## src/rtl/store_rmw_unit.sv

```systemverilog
// -----------------------------------------------------------------------------
// store_rmw_unit
//   Executes SB/SH/SW stores into a word-wide data memory without byte enables.
//   SW is a direct word write. SB/SH read the addressed word, merge the low
//   byte/half of the store data into the addressed little-endian lane and write
//   the merged word back.
//
// Parameters
//   RD_LAT          cycles from o_mem_re to valid i_mem_rdata (>= 1)
//
// Configuration macro
//   STORE_MISALIGN_TRAP_EN  when defined, SH with addr[0]=1 and SW with
//                           addr[1:0]!=0 are rejected with a one-cycle
//                           o_misalign_err pulse and no memory access.
//                           When undefined, o_misalign_err is tied low, SH uses
//                           addr[1] only and SW drops the low address bits.
//
// Ports
//   i_clk           clock, rising edge
//   i_rst           synchronous active-high reset
//   i_st_valid      store request valid
//   o_st_ready      unit idle, request accepted this cycle if valid
//   i_st_size       00 byte, 01 half, 10 word, 11 reserved (behaves as word)
//   i_st_addr       byte address
//   i_st_data       store data (rs2); low byte/half used for SB/SH
//   o_done          one-cycle pulse coincident with the memory write
//   o_misalign_err  one-cycle pulse on a rejected misaligned store
//   o_mem_addr      word-aligned memory address, 0 while idle
//   o_mem_re        one-cycle read strobe
//   i_mem_rdata     read data, valid RD_LAT cycles after o_mem_re
//   o_mem_we        one-cycle write strobe
//   o_mem_wdata     merged write word, 0 when o_mem_we=0
// -----------------------------------------------------------------------------
module store_rmw_unit #(
   parameter int unsigned RD_LAT = 1
) (
   input  logic        i_clk,
   input  logic        i_rst,
   input  logic        i_st_valid,
   output logic        o_st_ready,
   input  logic [1:0]  i_st_size,
   input  logic [31:0] i_st_addr,
   input  logic [31:0] i_st_data,
   output logic        o_done,
   output logic        o_misalign_err,
   output logic [31:0] o_mem_addr,
   output logic        o_mem_re,
   input  logic [31:0] i_mem_rdata,
   output logic        o_mem_we,
   output logic [31:0] o_mem_wdata
);

   localparam int unsigned DW    = 32;
   localparam int unsigned WAW   = 30;
   localparam int unsigned CNT_W = (RD_LAT > 1) ? $clog2(RD_LAT) : 1;
   localparam logic [CNT_W-1:0] CNT_LAST = CNT_W'(RD_LAT - 1);

   localparam logic [1:0] SZ_BYTE = 2'b00;
   localparam logic [1:0] SZ_HALF = 2'b01;

   typedef enum logic [1:0] {
      S_IDLE  = 2'd0,
      S_READ  = 2'd1,
      S_WAIT  = 2'd2,
      S_WRITE = 2'd3
   } state_t;

   // Lane merge: byte/half replace one lane of the read word; word sizes
   // (including the reserved encoding) take the store data as is.
   function automatic logic [DW-1:0] f_merge(
      input logic [DW-1:0] word,
      input logic [DW-1:0] data,
      input logic [1:0]    size,
      input logic [1:0]    off
   );
      logic [DW-1:0] res;
      res = word;
      case (size)
         SZ_BYTE: res[{off, 3'b000} +: 8] = data[7:0];
         SZ_HALF: begin
            if (off[1]) res[31:16] = data[15:0];
            else        res[15:0]  = data[15:0];
         end
         default: res = data;
      endcase
      return res;
   endfunction

   // State and request registers
   state_t            r_state;
   logic [CNT_W-1:0]  r_cnt;
   logic [1:0]        r_size;
   logic [1:0]        r_off;
   logic [DW-1:0]     r_data;
   logic [WAW-1:0]    r_addr;

   // Registered outputs
   logic              r_st_ready;
   logic              r_done;
   logic [DW-1:0]     r_mem_addr;
   logic              r_mem_re;
   logic              r_mem_we;
   logic [DW-1:0]     r_mem_wdata;

   // Next-state / next-output wires
   state_t            w_state_nxt;
   logic [CNT_W-1:0]  w_cnt_nxt;
   logic              w_accept;
   logic              w_in_word;
   logic [1:0]        w_m_size;
   logic [1:0]        w_m_off;
   logic [DW-1:0]     w_m_data;
   logic [WAW-1:0]    w_addr_src;
   logic [DW-1:0]     w_merged;
   logic              w_st_ready_nxt;
   logic              w_done_nxt;
   logic [DW-1:0]     w_mem_addr_nxt;
   logic              w_mem_re_nxt;
   logic              w_mem_we_nxt;
   logic [DW-1:0]     w_mem_wdata_nxt;

`ifdef STORE_MISALIGN_TRAP_EN
   logic              r_misalign_err;
   logic              w_trap;
   logic              w_in_misalign;

   // Half needs an even address, word needs a fully aligned one.
   assign w_in_misalign = ((i_st_size == SZ_HALF) && i_st_addr[0]) ||
                          (i_st_size[1] && (i_st_addr[1:0] != 2'b00));
`endif

   assign w_in_word = i_st_size[1];

   // Merge operands come straight from the request when writing from IDLE
   // (word path), otherwise from the latched request.
   assign w_m_size   = (r_state == S_IDLE) ? i_st_size       : r_size;
   assign w_m_off    = (r_state == S_IDLE) ? i_st_addr[1:0]  : r_off;
   assign w_m_data   = (r_state == S_IDLE) ? i_st_data       : r_data;
   assign w_addr_src = (r_state == S_IDLE) ? i_st_addr[31:2] : r_addr;
   assign w_merged   = f_merge(i_mem_rdata, w_m_data, w_m_size, w_m_off);

   // Next-state logic
   always_comb begin
      w_state_nxt = r_state;
      w_cnt_nxt   = r_cnt;
      w_accept    = 1'b0;
`ifdef STORE_MISALIGN_TRAP_EN
      w_trap      = 1'b0;
`endif
      case (r_state)
         S_IDLE: begin
            if (i_st_valid) begin
               w_accept = 1'b1;
               if (w_in_word) w_state_nxt = S_WRITE;
               else           w_state_nxt = S_READ;
`ifdef STORE_MISALIGN_TRAP_EN
               if (w_in_misalign) begin
                  w_trap      = 1'b1;
                  w_state_nxt = S_IDLE;
               end
`endif
            end
         end
         S_READ: begin
            w_state_nxt = S_WAIT;
            w_cnt_nxt   = '0;
         end
         S_WAIT: begin
            // Read data is valid on the RD_LAT-th WAIT cycle; the merge is
            // captured into the write-data register on that edge.
            if (r_cnt == CNT_LAST) w_state_nxt = S_WRITE;
            else                   w_cnt_nxt   = r_cnt + CNT_W'(1);
         end
         S_WRITE: begin
            w_state_nxt = S_IDLE;
         end
         default: begin
            w_state_nxt = S_IDLE;
         end
      endcase
   end

   // Outputs are registered as a function of the state being entered.
   always_comb begin
      w_st_ready_nxt  = 1'b0;
      w_done_nxt      = 1'b0;
      w_mem_re_nxt    = 1'b0;
      w_mem_we_nxt    = 1'b0;
      w_mem_addr_nxt  = '0;
      w_mem_wdata_nxt = '0;
      case (w_state_nxt)
         S_IDLE: begin
            w_st_ready_nxt = 1'b1;
         end
         S_READ: begin
            w_mem_re_nxt   = 1'b1;
            w_mem_addr_nxt = {w_addr_src, 2'b00};
         end
         S_WAIT: begin
            w_mem_addr_nxt = {w_addr_src, 2'b00};
         end
         S_WRITE: begin
            w_mem_we_nxt    = 1'b1;
            w_done_nxt      = 1'b1;
            w_mem_addr_nxt  = {w_addr_src, 2'b00};
            w_mem_wdata_nxt = w_merged;
         end
         default: begin
            w_st_ready_nxt = 1'b1;
         end
      endcase
   end

   // State, request and output registers
   always_ff @(posedge i_clk) begin
      if (i_rst) begin
         r_state     <= S_IDLE;
         r_cnt       <= '0;
         r_size      <= '0;
         r_off       <= '0;
         r_data      <= '0;
         r_addr      <= '0;
         r_st_ready  <= 1'b1;
         r_done      <= 1'b0;
         r_mem_addr  <= '0;
         r_mem_re    <= 1'b0;
         r_mem_we    <= 1'b0;
         r_mem_wdata <= '0;
      end else begin
         r_state     <= w_state_nxt;
         r_cnt       <= w_cnt_nxt;
         r_st_ready  <= w_st_ready_nxt;
         r_done      <= w_done_nxt;
         r_mem_addr  <= w_mem_addr_nxt;
         r_mem_re    <= w_mem_re_nxt;
         r_mem_we    <= w_mem_we_nxt;
         r_mem_wdata <= w_mem_wdata_nxt;
         if (w_accept) begin
            r_size <= i_st_size;
            r_off  <= i_st_addr[1:0];
            r_data <= i_st_data;
            r_addr <= i_st_addr[31:2];
         end
      end
   end

`ifdef STORE_MISALIGN_TRAP_EN
   // Rejection pulse for misaligned requests
   always_ff @(posedge i_clk) begin
      if (i_rst) r_misalign_err <= 1'b0;
      else       r_misalign_err <= w_trap;
   end

   assign o_misalign_err = r_misalign_err;
`else
   assign o_misalign_err = 1'b0;
`endif

   assign o_st_ready  = r_st_ready;
   assign o_done      = r_done;
   assign o_mem_addr  = r_mem_addr;
   assign o_mem_re    = r_mem_re;
   assign o_mem_we    = r_mem_we;
   assign o_mem_wdata = r_mem_wdata;

endmodule

```

## config.mk

```make
export PLATFORM = sky130hd
export DESIGN_NAME = store_rmw_unit
export DESIGN_NICKNAME = d
export VERILOG_FILES = /design/src/rtl/store_rmw_unit.sv
export SDC_FILE = /design/constraint.sdc
export NUM_CORES = 1
export LEC_CHECK = 0
export ABC_AREA = 1
export CAP_MARGIN = 40
export CORE_MARGIN = 3
export CORE_UTILIZATION = 30
export DETAILED_ROUTE_END_ITERATION = 7
export PLACE_DENSITY_LB_ADDON = 0.05
export SLEW_MARGIN = 20
export SYNTH_ARGS = -nofsm -noshare
export SYNTH_HDL_FRONTEND = slang
export SYNTH_SLANG_ARGS = --single-unit
```

## constraint.sdc

```tcl
create_clock -name i_clk -period 3.3 [get_ports i_clk]
set_input_delay 0.825 -clock i_clk [delete_from_list [all_inputs] [get_ports i_clk]]
set_output_delay 0.825 -clock i_clk [all_outputs]
set_load 0.02 [all_outputs]
```

* After elaboration in Yosys (flattened, before gate mapping) *
Index checks and enable logic that the tools add are counted.

word-level totals
  bits in registers = 136
  input port bits = 101
  logic and storage cells = 51

cells by class
  add/subtract/negate cells = 2
  equality and inequality tests = 7
  shifts and indexed selects = 2
  muxes and demuxes = 19
  bitwise gates (word level) = 2
  reductions and logical operators = 7

operators by type and width
  operator                                                                 number
  32-bit one-hot mux with 2 select lines                                   1
  32-bit bitwise mux                                                       1
  16-bit 2-to-1 mux                                                        2
  32-bit 2-to-1 mux                                                        1
  8-bit by 7-bit variable shift with 32-bit output (first input constant)  1
  8-bit by 7-bit indexed part select with 32-bit output                    1
  30-bit 2-to-1 mux                                                        1
  2-bit 2-to-1 mux                                                         5
  2-bit == test (second input constant)                                    4
  2-bit one-hot mux with 4 select lines                                    1
  5-bit negation with 7-bit output                                         1
  2-bit by 1-bit == test with 1-bit output (second input constant)         3
  2-bit logical NOT                                                        3
  1-bit 2-to-1 mux                                                         6
  2-bit OR reduction                                                       2
  3-bit OR reduction                                                       1
  1-bit NOT                                                                2
  1-bit one-hot mux with 2 select lines                                    1
  2-bit nonzero test                                                       1
  1-bit adder (second input constant)                                      1

* Depth between registers and ports, before layout *
  depth in word-level cells = 7
  mapped depth = 14

* Worst setup path after synthesis *
Ideal clock, no wire load.

  path kind = reg2reg
  from = register r_state[1]
  to = register r_mem_wdata[14] (netlist: o_mem_wdata[14])
  library setup time = 0.070 ns
  arrival time = 2.183 ns
  setup slack = 1.048 ns
  stages on the path, launching flop included = 13
  buffers on the path = 1
  clock period less this slack = 2.252 ns
  path through = dfxtp_1 inv_1 ha_1 buf_6 o21ai_4 ha_1 inv_1 nand2_1 nor2_2 nand2_1 nor2_1 a21oi_1 a21oi_1

between the ends
  cells in the longest elaborated chain, start to end = 6

ends and longest elaborated chain
  what                                                                                                                       RTL line  text
  start: declaration                                                                                                         90        state_t r_state;
  start signal: assignment                                                                                                   230       r_state <= w_state_nxt;
  2-bit logical NOT                                                                                                          -
  2-bit 2-to-1 mux                                                                                                           137       assign w_m_off = (r_state == S_IDLE) ? i_st_addr[1:0] : r_off;
  5-bit negation with 7-bit output                                                                                           79        SZ_BYTE: res[{off, 3'b000} +: 8] = data[7:0];
  8-bit by 7-bit indexed part select with 32-bit output or 8-bit by 7-bit variable shift with 32-bit output (tied branches)  79
  32-bit bitwise mux                                                                                                         79
  32-bit one-hot mux with 2 select lines                                                                                     78        case (size)
  end signal: assignment                                                                                                     237       r_mem_wdata <= w_mem_wdata_nxt;
  end: declaration                                                                                                           103       logic [DW-1:0] r_mem_wdata;

Several ways; a longest one is shown, not always the timed one.
A chain may end at the register's enable or synchronous reset.

* Worst setup path in the final report *
  from = register r_state[0]
  to = register r_mem_wdata[8] (netlist: o_mem_wdata[8])

The elaborated chain is that of the path after synthesis.

==> out/summary.txt <==
Peak supply drop - 425 uV
Relative max-transition margin - 0.464
IO Pins - 170
Startpoint Class - register
Mapped cell area - 5950 um^2
Clk slew on worst S/H paths - 0.06 ns
Initial antenna violation count - 0
Flop-to-flop setup slack - 0.60 ns
GP Congestion - 0.896
WL/cell - 14.7 um
Final setup vio count - 0
CTS Buf Count - 17
Fraction of registers with async set/reset - 0
HPWL Detailed - 13300 um
Tcrit/Tclk final - 0.817
Crit path kind - register to register
Final Core Density - 0.441
Share of cells above drive strength 1 - 0.0707
Worst reg-to-reg path cell count - 13
First-pass GRT wire length - 30800 um
Area delta synth->final - 41.3%
# rows - 50
I/O Buffers - 166
Clock latency on the worst-skew pair - 0.42 ns
Worst Path Max Fanout - 31
Number of global-route vias before repair - 5599
Cell area power density - 839 nW/um^2
Via/cell ratio - 4.52
Measured slew at the worst slew-check pin - 0.804 ns
Starting DRT DRC Count - 325
# diodes - 0
Status - completed
CTS tree - built
RR Endpoint - o_mem_wdata[8]$_SDFF_PP0_
Die W - 147 um
Crit path time final - 2.70 ns
Nets - 1139
Gr ovfl total - 0
Max Slew Vio Count - 0
CTS Buffer Depth - 2
Starting Density - 0.312
Post-CTS Hold Buffers - 0
Synth Register Bits - 133
Largest net degree at the start of global routing - 81
Post-synth top area share - 0.448
Clk_skew - 0.0113 ns
Top FF cell, synth - dfxtp_1
Post-CTS Resized - 0
Min-Delay Endpoint - r_data[13]$_SDFFE_PP0P_
Worst hold slack - 0.448 ns
CTS H-tree lvls - 4
Die Span Y - 147 um
Post-synth EDFFs - 0
Hold Path Depth - 2
Arrival @ worst endpoint - 3.04 ns
HP Start - r_data[13]$_SDFFE_PP0P_
Mapped Cells - 880
Critical Path Sink Type - register
Netlist cell types - 28
Core footprint - 19100 um^2
Crit path required time - 3.65 ns
DRC violations left - 0
R2r startpoint - r_state[0]$_SDFF_PP0_
Max frequency - 371 MHz
Leakage power - 3.56 nW
Via count - 5901
First-pass DRT Iterations - 6
Ys Warns - 0
Hold Path Class - register to register
Max_cap viols - 0
DRT antenna net count - 0
Sequential area share after synthesis - 0.448
Clock sinks - 133
Die area - 21600 um^2
Setup_tns - 0 ns
Setup Buffers After CTS - 0
Biggest area consumer among synthesized cells - dfxtp_1
Clock Tree Root - clkbuf_16
Final hold vios - 0
Total track usage - 0.178
RSZ-0062 raised after global routing - no
Syn Area/Cell - 6.76 um^2
Ranking of synthesized cells by area - dfxtp_1 (45%), nand2_1 (17%), nor2_1 (9.3%)
Final wirelength - 19300 um
==> area by class of cell <==
cell class / instances / area, um^2
fillers: 2018 / 10700
multi-input cells: 646 / 2850
flip-flops and latches: 133 / 2660
repair buffers: 182 / 1780
clock buffers: 21 / 480
well taps: 260 / 325
inverters: 53 / 199
clock inverters: 11 / 110
==> routing by layer <==
layer,global-route usage,vias to the layer above,wire length (um)
li1,-,3077,-
met1,0.241,2647,9180
met2,0.279,168,8740
met3,0.0500,9,1180
met4,0.0475,0,156
met5,0,-,0
==> synth_stat cells (2+ instances only) <==
library cell,instances
inv_2,4
buf_6,4
nand2_1,273
inv_1,48
a21oi_1,81
o21ai_1,2
buf_4,6
nand2_4,3
o21ai_0,78
clkbuf_1,23
dfxtp_1,133
nor2_2,4
nand2_2,6
buf_2,16
o21ai_2,2
nand3_1,27
nor2_1,148
nor2_4,3
ha_1,5
a211oi_1,6
==> cell usage in the layout, fill, tap and decap left out, drive strengths merged <==
cell type / n
nand2: 282
clkdlybuf4s50: 166
nor2: 155
dfxtp: 133
o21ai: 83
a21oi: 82
inv: 58
nand3: 27
clkbuf: 21
buf: 16
a211oi: 6
ha: 5
clkinv: 5
conb: 3
mux2i: 1
o21a: 1
nor3: 1
bufinv: 1
==> critical path, stage by stage, from the launching register on <==
cell and delay (ns):
dfxtp_1 0.30, inv_1 0.13, ha_4 0.42, inv_2 0.19, nand2_1 0.12, nand2_1 0.12, ha_1 0.37, inv_1 0.18
nand2_1 0.09, nor2_2 0.29, nand2_1 0.12, nor2_1 0.11, a21oi_1 0.05, a21oi_1 0.14
==> logic make-up (layout without fill, tap and decap cells) <==
| family | Yosys count | in the layout | synth area share |
|---|---|---|---|
| buffers and inverters | 103 | 267 | 0.0772 |
| DFF | 133 | 133 | 0.448 |
| AOI/OAI and AO/OA | 172 | 172 | 0.151 |
| other | 1 | 3 | 0.000630 |
| adders and majority gates | 5 | 5 | 0.0105 |
| muxes | 1 | 1 | 0.00168 |
| and+or+nand+nor | 465 | 465 | 0.311 |
==> power by group <==
group / switching, mW / internal, mW / total (mW)
registers: 0.132 / 1.96 / 2.09
logic: 2.00 / 1.07 / 3.08
clock network: 0.751 / 1.13 / 1.88
total: 2.89 / 4.17 / 7.05
==> worst max-delay path by stage <==
stage                                     start  slack, ns                         end
after floorplan           r_state[1]$_SDFF_PP0_       1.05  o_mem_wdata[14]$_SDFF_PP0_
after global placement             i_st_addr[0]       0.36   o_mem_wdata[8]$_SDFF_PP0_
after detailed placement           i_st_addr[0]       0.32   o_mem_wdata[8]$_SDFF_PP0_
after CTS                 r_state[0]$_SDFF_PP0_       0.60   o_mem_wdata[8]$_SDFF_PP0_
after global routing      r_state[0]$_SDFF_PP0_       0.34  o_mem_wdata[14]$_SDFF_PP0_
final                     r_state[0]$_SDFF_PP0_       0.60   o_mem_wdata[8]$_SDFF_PP0_
==> flip-flops by register name (all words and copies together), names as in the netlist <==
| register | count |
|---|---|
| o_mem_wdata | 32 |
| o_mem_addr | 30 |
| r_state | 2 |
| o_mem_we | 1 |
| o_st_ready | 1 |
| r_addr | 30 |
| o_mem_re | 1 |
| r_off | 2 |
| r_size | 2 |
| r_data | 32 |
==> per-stage QoR <==
step	instances	total power, mW	cell area [um^2]	worst slack, ns
global placement	1274	5.24	7820	0.358
floorplan	882	4.11	5960	1.05
global route	1306	7.56	8410	0.345
detailed placement	1274	5.21	7820	0.320
CTS	1306	7.14	8410	0.601
finish	1306	7.05	8410	0.605
(Power assumes the default switching activity.)
